==> src/rtl/mecanum_ik_seq.sv <==
// Mecanum-wheel inverse kinematics on sign-magnitude Q16.15 words.
// A small FSM time-shares one saturating multiplier across the WZ gain and the four wheel gains.
module mecanum_ik_seq #(
    parameter int                 N_WIDTH = 32,
    parameter int                 Q_WIDTH = 15,
    parameter logic [N_WIDTH-1:0] K_GEOM  = 32'h0000_8000,
    parameter logic [N_WIDTH-1:0] R_INV   = 32'h0000_8000
) (
    input  logic               MECANUM_IK_CLOCK_50,
    input  logic               MECANUM_IK_RESET_InLow,
    input  logic               MECANUM_IK_START_In,
    input  logic [N_WIDTH-1:0] MECANUM_IK_VX_InBus,
    input  logic [N_WIDTH-1:0] MECANUM_IK_VY_InBus,
    input  logic [N_WIDTH-1:0] MECANUM_IK_WZ_InBus,
    output logic               MECANUM_IK_BUSY_Out,
    output logic               MECANUM_IK_DONE_Out,
    output logic [N_WIDTH-1:0] MECANUM_IK_W1_OutBus,
    output logic [N_WIDTH-1:0] MECANUM_IK_W2_OutBus,
    output logic [N_WIDTH-1:0] MECANUM_IK_W3_OutBus,
    output logic [N_WIDTH-1:0] MECANUM_IK_W4_OutBus
);
    localparam int M = N_WIDTH - 1;

    typedef enum logic [3:0] {
        S_IDLE, S_MULK, S_SUMAB, S_SUMW, S_SC1, S_SC2, S_SC3, S_SC4, S_DONE
    } state_t;

    // A zero magnitude always carries a positive sign, so negative zero never propagates.
    function automatic logic [N_WIDTH-1:0] sm_norm(input logic [N_WIDTH-1:0] x);
        return (x[M-1:0] == '0) ? '0 : x;
    endfunction

    function automatic logic [N_WIDTH-1:0] sm_add(input logic [N_WIDTH-1:0] a,
                                                  input logic [N_WIDTH-1:0] b);
        logic [M:0]   sum;
        logic [M-1:0] mag;
        logic         sgn;
        sum = {1'b0, a[M-1:0]} + {1'b0, b[M-1:0]};
        if (a[M] == b[M]) begin
            mag = sum[M] ? {M{1'b1}} : sum[M-1:0];
            sgn = a[M];
        end else if (a[M-1:0] >= b[M-1:0]) begin
            mag = a[M-1:0] - b[M-1:0];
            sgn = a[M];
        end else begin
            mag = b[M-1:0] - a[M-1:0];
            sgn = b[M];
        end
        return sm_norm({sgn, mag});
    endfunction

    function automatic logic [N_WIDTH-1:0] sm_sub(input logic [N_WIDTH-1:0] a,
                                                  input logic [N_WIDTH-1:0] b);
        return sm_add(a, {~b[M], b[M-1:0]});
    endfunction

    state_t             r_state;
    logic               r_busy, r_done;
    logic [N_WIDTH-1:0] r_vx, r_vy, r_wz, r_kw, r_a, r_b;
    logic [N_WIDTH-1:0] r_s1, r_s2, r_s3, r_s4, r_t1, r_t2, r_t3;
    logic [N_WIDTH-1:0] r_w1, r_w2, r_w3, r_w4;

    logic [N_WIDTH-1:0] w_mul_a, w_mul_b, w_mul;
    logic [2*M-1:0]     w_prod, w_prod_sh;

    // The single multiplier: operands steered by the current state.
    // NOTE: every variable assigned in always_comb gets a default first, so no latch is inferred.
    always_comb begin
        w_mul_a = R_INV;
        w_mul_b = r_s1;
        case (r_state)
            S_MULK:  begin w_mul_a = K_GEOM; w_mul_b = r_wz; end
            S_SC2:   w_mul_b = r_s2;
            S_SC3:   w_mul_b = r_s3;
            S_SC4:   w_mul_b = r_s4;
            default: ;
        endcase
    end

    assign w_prod    = {{M{1'b0}}, w_mul_a[M-1:0]} * {{M{1'b0}}, w_mul_b[M-1:0]};
    assign w_prod_sh = w_prod >> Q_WIDTH;
    assign w_mul     = sm_norm({w_mul_a[M] ^ w_mul_b[M],
                                (|w_prod_sh[2*M-1:M]) ? {M{1'b1}} : w_prod_sh[M-1:0]});

    // NOTE: sequential state uses non-blocking assignments so every register samples pre-edge values.
    always_ff @(posedge MECANUM_IK_CLOCK_50) begin
        if (!MECANUM_IK_RESET_InLow) begin
            r_state <= S_IDLE;
            r_busy  <= 1'b0;
            r_done  <= 1'b0;
            r_vx <= '0; r_vy <= '0; r_wz <= '0; r_kw <= '0; r_a <= '0; r_b <= '0;
            r_s1 <= '0; r_s2 <= '0; r_s3 <= '0; r_s4 <= '0;
            r_t1 <= '0; r_t2 <= '0; r_t3 <= '0;
            r_w1 <= '0; r_w2 <= '0; r_w3 <= '0; r_w4 <= '0;
        end else begin
            case (r_state)
                S_IDLE: if (MECANUM_IK_START_In) begin
                    r_vx    <= sm_norm(MECANUM_IK_VX_InBus);
                    r_vy    <= sm_norm(MECANUM_IK_VY_InBus);
                    r_wz    <= sm_norm(MECANUM_IK_WZ_InBus);
                    r_busy  <= 1'b1;
                    r_state <= S_MULK;
                end
                S_MULK: begin
                    r_kw    <= w_mul;
                    r_state <= S_SUMAB;
                end
                S_SUMAB: begin
                    r_a     <= sm_add(r_vx, r_vy);
                    r_b     <= sm_sub(r_vx, r_vy);
                    r_state <= S_SUMW;
                end
                S_SUMW: begin
                    r_s1    <= sm_sub(r_b, r_kw);
                    r_s2    <= sm_add(r_a, r_kw);
                    r_s3    <= sm_sub(r_a, r_kw);
                    r_s4    <= sm_add(r_b, r_kw);
                    r_state <= S_SC1;
                end
                S_SC1: begin r_t1 <= w_mul; r_state <= S_SC2; end
                S_SC2: begin r_t2 <= w_mul; r_state <= S_SC3; end
                S_SC3: begin r_t3 <= w_mul; r_state <= S_SC4; end
                S_SC4: begin
                    // All four wheels update together, so outputs never show a partial set.
                    r_w1    <= r_t1;
                    r_w2    <= r_t2;
                    r_w3    <= r_t3;
                    r_w4    <= w_mul;
                    r_done  <= 1'b1;
                    r_state <= S_DONE;
                end
                S_DONE: begin
                    r_done  <= 1'b0;
                    r_busy  <= 1'b0;
                    r_state <= S_IDLE;
                end
                default: begin
                    r_done  <= 1'b0;
                    r_busy  <= 1'b0;
                    r_state <= S_IDLE;
                end
            endcase
        end
    end

    assign MECANUM_IK_BUSY_Out  = r_busy;
    assign MECANUM_IK_DONE_Out  = r_done;
    assign MECANUM_IK_W1_OutBus = r_w1;
    assign MECANUM_IK_W2_OutBus = r_w2;
    assign MECANUM_IK_W3_OutBus = r_w3;
    assign MECANUM_IK_W4_OutBus = r_w4;
endmodule

==> config.mk <==
export PLATFORM = sky130hd
export DESIGN_NAME = mecanum_ik_seq
export DESIGN_NICKNAME = d
export VERILOG_FILES = /design/src/rtl/mecanum_ik_seq.sv
export SDC_FILE = /design/constraint.sdc
export NUM_CORES = 2
export LEC_CHECK = 0
export CAP_MARGIN = 0
export CORE_ASPECT_RATIO = 0.7
export CORE_UTILIZATION = 45
export CTS_CLUSTER_SIZE = 10
export DETAILED_ROUTE_END_ITERATION = 8
export MAX_ROUTING_LAYER = met4
export PLACE_DENSITY_LB_ADDON = 0.05
export SYNTH_ARGS = -nofsm -noshare
export SYNTH_HDL_FRONTEND = slang
export SYNTH_SLANG_ARGS = --single-unit
==> constraint.sdc <==
create_clock -name MECANUM_IK_CLOCK_50 -period 8.5 [get_ports MECANUM_IK_CLOCK_50]
set_clock_uncertainty 0.1 [all_clocks]
set_input_delay 1.275 -clock MECANUM_IK_CLOCK_50 [delete_from_list [all_inputs] [get_ports MECANUM_IK_CLOCK_50]]
set_output_delay 1.275 -clock MECANUM_IK_CLOCK_50 [all_outputs]
set_load 0.005 [all_outputs]
## Yosys cells after proc, flatten, opt, wreduce, memory -nomap -nowiden

Index checks and enable logic that the tools add are counted.

| operators by class | value |
|---|---|
| reduce and logical (&&, ||, !) cells | 15 |
| magnitude comparators | 3 |
| multipliers | 0 |
| add/sub/neg operators | 9 |
| eq/ne operators | 14 |
| divide/modulo/power cells | 0 |
| shift operators | 0 |
| bitwise gates (word level) | 3 |
| mux-type cells | 52 |

Operator list:

| cell | count |
|---|---|
| $mux W31 | 24 |
| $mux W32 | 10 |
| $logic_not A31 Y1 | 10 |
| $sub A31 B31 Y31 | 6 |
| $pmux W32 S4 | 1 |
| $add A31 B31 Y32 | 3 |
| $ge A31 B31 Y1 | 3 |
| $pmux W4 S8 | 1 |
| $eq A4 B3 Y1 const B | 4 |
| $reduce_or A7 Y1 | 2 |
| $mux W1 | 13 |
| $eq A4 B2 Y1 const B | 2 |
| $eq A1 B1 Y1 | 6 |
| $eq A4 B1 Y1 const B | 1 |
| $logic_not A4 Y1 | 1 |
| $mux W4 | 1 |
| $pmux W1 S2 | 2 |
| $reduce_and A2 Y1 | 2 |
| $not A1 Y1 | 3 |
| $ne A2 B2 Y1 const B | 1 |

| storage, ports and cells | value |
|---|---|
| register bits | 550 |
| logic and storage cells | 116 |
| memories | 0 |
| ROM bits | 0 |
| bits in latches | 0 |
| memory bits (writable) | 0 |

## Depth between registers and ports, before layout

| logic depth | value |
|---|---|
| word-level depth | 7 |
| depth in mapped cells | 18 |

## Worst setup path before layout

OpenSTA, ideal clock, no wires.

| timing | value |
|---|---|
| path kind | register -> register |
| start point | register r_kw[1] |
| end point | register r_s4[31] |
| data required time | 8.271 ns |
| arrival | 3.736 ns |
| setup slack | 4.535 ns |
| stages on the path, launching flop included | 16 |
| clock period less this slack | 3.965 ns |
| cells stage by stage | dfxtp_1 -> inv_1 -> ha_1 -> nand2b_1 -> a211o_1 -> a31o_2 -> a21oi_1 -> and2_1 -> buf_2 -> nor2_1 -> mux2i_1 -> xnor2_1 -> or3_1 -> o32a_1 -> nor4bb_1 -> a31oi_1 |

| between the ends | value |
|---|---|
| cells in the longest elaborated chain, start to end | 7 |

RTL lines:

| item | line | RTL |
|---|---|---|
| start, declared | 59 | `logic [N_WIDTH-1:0] r_vx, r_vy, r_wz, r_kw, r_a, r_b;` |
| start signal, assigned | 105 | `r_kw <= w_mul;` |
| $add A31 B31 Y32 (tied with other cells) | 38 | `sum = {1'b0, a[M-1:0]} + {1'b0, b[M-1:0]};` |
| $mux W31, on equally long branches | 40, 42 |  |
| $mux W31 | 39 | `if (a[M] == b[M]) begin` |
| $mux W31 | 96 | `case (r_state)` |
| $mux W31 | 87 | `if (!MECANUM_IK_RESET_InLow) begin` |
| $logic_not A31 Y1 | 30 | `return (x[M-1:0] == '0) ? '0 : x;` |
| $mux W32 (*) | 30 |  |
| end signal, assigned | 117 | `r_s4 <= sm_add(r_b, r_kw);` |
| end, declared | 60 | `logic [N_WIDTH-1:0] r_s1, r_s2, r_s3, r_s4, r_t1, r_t2, r_t3;` |

Mark *: on every way between the ends. The rest lies on a longest branch, timed or not. The select of a mux whose other input is x is not followed.
A chain may end at the register's enable or synchronous reset.

## Final worst setup path

| timing | value |
|---|---|
| start point | register r_kw[19] |
| end point | register r_s1[31] |

| between the ends | value |
|---|---|
| cells in the longest elaborated chain, start to end | 7 |

RTL lines:

| item | line | RTL |
|---|---|---|
| $add A31 B31 Y32 (tied with other cells) | 38 |  |
| $mux W31, on equally long branches | 40, 42 |  |
| $mux W31 | 39 |  |
| $mux W31 | 96 |  |
| $mux W31 | 87 |  |
| $logic_not A31 Y1 | 30 |  |
| $mux W32 (*) | 30 |  |
| end signal, assigned | 114 | `r_s1 <= sm_sub(r_b, r_kw);` |
| end, declared | 60 |  |

Marks and branches as above.

==> key figures <==
Layout
  – Layout cells sized above 1: 4.09%
  – Commonest non-fill, non-tap cell in the layout: nand2_1
  – Layout area overhead: 12.3%
  – Layout Nets: 6068
  – Final instance area: 44700 um2
  – Most frequent cells in the layout: nand2_1, a21oi_1, dfxtp_1, nor2_1, ha_1

Outcome
  – Status: complete, but fails checks
  – Failing checks: max-capacitance violations, max-slew violations

GRT
  – Gr ovfl total: 0
  – Vias in the first global route: 40200
  – Initial antenna violation count: 9
  – First-pass GRT wire length: 286000 um
  – Global Route Usage Sum: 45.1%
  – Pin count of the biggest net entering global routing: 167

Clocking
  – Post-CTS resize count: 0
  – Num CTS Buffers: 67
  – Root Buffer: clkbuf_16
  – Clk buf depth: 3
  – CTS Sinks: 550
  – Clock-pin slew on the worst setup and hold paths: 0.06 ns
  – Htree depth: 3
  – CTS tree: yes
  – Hold buffers post-CTS: 0
  – Post-CTS Setup Repair Bufs: 0
  – Skew-Pair Late Insertion Delay: 0.67 ns

Timing
  – Final Hold Fails: 0
  – Setup violators final: 0
  – Setup tns final: 0 ns
  – Max-slew violation count: 3
  – Worst Tran Pin Value: 1.58 ns
  – Max-slew headroom: -6.26%
  – RSZ-0062 raised after global routing: false
  – Crit share post-route: 76.8%
  – Max Fclk: 153 MHz
  – Fin crit period: 6.53 ns

Floorplan
  – Core area: 86800 um2
  – Initial core utilization: 45.8%
  – Die ar.: 89600 um2
  – Site Rows: 90
  – Die Y-Extent: 251 um
  – Die Wd: 357 um
  – I/O pin count: 229

Flow run
  – Max-cap viol count: 3

Routing
  – Vias: 45500
  – Router iterations before antenna repair: 7
  – Final ANT Viol Nets: 0
  – DRC: 0
  – WL per Instance: 29.6 um
  – Via density: 6.64
  – Total routed wirelength: 203000 um
  – Initial DRC count: 7671

Worst setup path
  – WP data arrival: 6.93 ns
  – Cell family with most CP delay: compound AO/OA/AOI/OAI gates
  – Critical Path End Type: flip-flop
  – Worst path required time: 8.90 ns
  – Critical-path maximum fanout: 16
  – Slowest cell on crit path: nor4_1
  – CP startpoint kind: flip-flop
  – Critical path cell sequence: inv_1 > ha_1 > nand2_1 > nor4_1 > o21a_1 > o21ai_0 > a31oi_1 > o211ai_1 > nand3_1 > mux2i_1 > o21ai_0 > o2111ai_1 > nor4_1 > a31oi_1
  – Max incr delay on CP: 1.31 ns
  – Worst Path Buf+Inv: 1
  – WS Path Type: reg2reg

Yosys
  – Post-synthesis cell area: 39800 um2
  – Yosys reg bits: 550
  – Post-Syn Instances: 5682
  – Syn_area_per_cell: 7.00 um2
  – Sequential share of the synthesized area: 27.7%
  – Yosys warnings: 0
  – Syn Nets: 6075
  – Main flop type after synthesis: dfxtp_1
  – Synth async-reset ratio: 0%
  – Synth cell types: 97
  – EDFF count, synth: 0

Place
  – HPWL after detailed placement: 163000 um
  – DP Area: 42700 um2
  – RePlAce Congestion: 1.15
  – IO Port Bufs: 228

Pwr
  – Peak supply drop: 148 uV
  – Clock power frac: 24.2%
  – PD cells: 250 nW/um2
  – P_leak: 17.2 nW
  – Power, Total: 11.2 mW
  – Switching power: 5.28 mW
  – Switching Fraction: 47.3%
  – Sequential share of power: 25.0%
  – Int Pwr: 5.88 mW
  – Combinational share of power: 50.7%

Hold path
  – Hold Crit Class: reg2reg
[per-layer routing]
| metal | routed length (um) | global-route usage (%) | vias up |
|---|---|---|---|
| met2 | 68300 | 49.9 | 3228 |
| li1 | - | - | 19900 |
| met3 | 36900 | 25.2 | 323 |
| met1 | 92700 | 66.3 | 22000 |
| met5 | 0 | - | - |
| met4 | 5260 | 10.9 | 0 |
[synthesized netlist by cell type, drive strengths merged, types with 26 or more instances]
cell type | number | area, um2
mux2i | 54 | 541
xor2 | 27 | 236
o21a | 39 | 293
nand2b | 42 | 263
inv | 249 | 935
a211oi | 94 | 718
a21oi | 792 | 3970
nor4 | 72 | 450
o21bai | 51 | 383
nand2 | 1036 | 3900
and3 | 36 | 225
o211ai | 73 | 548
nand4 | 101 | 632
dfxtp | 550 | 11000
a221oi | 26 | 234
a31oi | 43 | 269
o21ai | 227 | 1140
or3 | 31 | 199
o31ai | 38 | 285
nand3 | 126 | 631
xnor2 | 93 | 815
nor2b | 48 | 300
o22ai | 28 | 181
nor3 | 161 | 806
buf | 86 | 405
a21o | 52 | 390
clkbuf | 283 | 1060
and2 | 65 | 409
nor2 | 550 | 2070
ha | 285 | 3570
[area by class of cell]
class	count	area, um2
Antenna cell	8	20.0
Clock buffer	76	1770
Clock inverter	11	164
Fill cell	8718	42200
Inverter	253	957
Multi-Input combinational cell	4510	26500
Sequential cell	550	11000
Tap cell	1150	1440
Timing Repair Buffer	293	2780
[path summary, 6_finish.rpt]
kind | startpoint | endpoint | slack (ns) | cells after the start
min | MECANUM_IK_W3_OutBus[17] | MECANUM_IK_W3_OutBus[17] | 0.35 | 2
min reg2reg | MECANUM_IK_W3_OutBus[17] | MECANUM_IK_W3_OutBus[17] | 0.35 | 2
max reg2reg | r_kw[19] | r_s1[31] | 1.97 | 14
max | r_kw[19] | r_s1[31] | 1.97 | 14
[logic make-up after synthesis]
group	share of synthesized area (%)
mux	1.61
buf+inv	6.08
simple gates	26.4
compound gates	26.2
xor+xnor	2.64
fa+ha+maj	9.42
flops	27.7
[power by group through the flow]
| stage | logic, mW | registers, mW | clock network (mW) |
|---|---|---|---|
| 2_1_floorplan | 3.44 | 2.79 | 0 |
| 3_3_place_gp | 5.30 | 2.84 | 0 |
| 3_5_place_dp | 5.25 | 2.84 | 0 |
| 4_1_cts | 5.27 | 2.79 | 2.72 |
| 5_1_grt | 5.81 | 2.80 | 2.81 |
| 6_report | 5.66 | 2.80 | 2.71 |
[worst reg2reg max path: cells and delay by family, from the launching register on]
| kind | cells | cell delay, ns |
|---|---|---|
| AND/OR/NAND/NOR | 4 | 2.42 |
| buffers and inverters | 1 | 0.16 |
| AO/OA/AOI/OAI | 7 | 2.47 |
| multiplexers | 1 | 0.10 |
| flip-flops | 1 | 0.48 |
| adder cells (fa/ha/maj) | 1 | 0.66 |
[per-stage QoR]
step                      util [%]  hold slack [ns]  instances  setup slack, ns
final                         51.4            0.351       6851             1.97
after global routing          51.4            0.362       6848             2.13
after CTS                     51.4            0.352       6843             2.70
after detailed placement      49.2            0.344       6756             2.70
after global placement        49.2            0.339       6756             2.30
after floorplan                  -            0.331       5682             4.54
(Power assumes the default switching activity.)
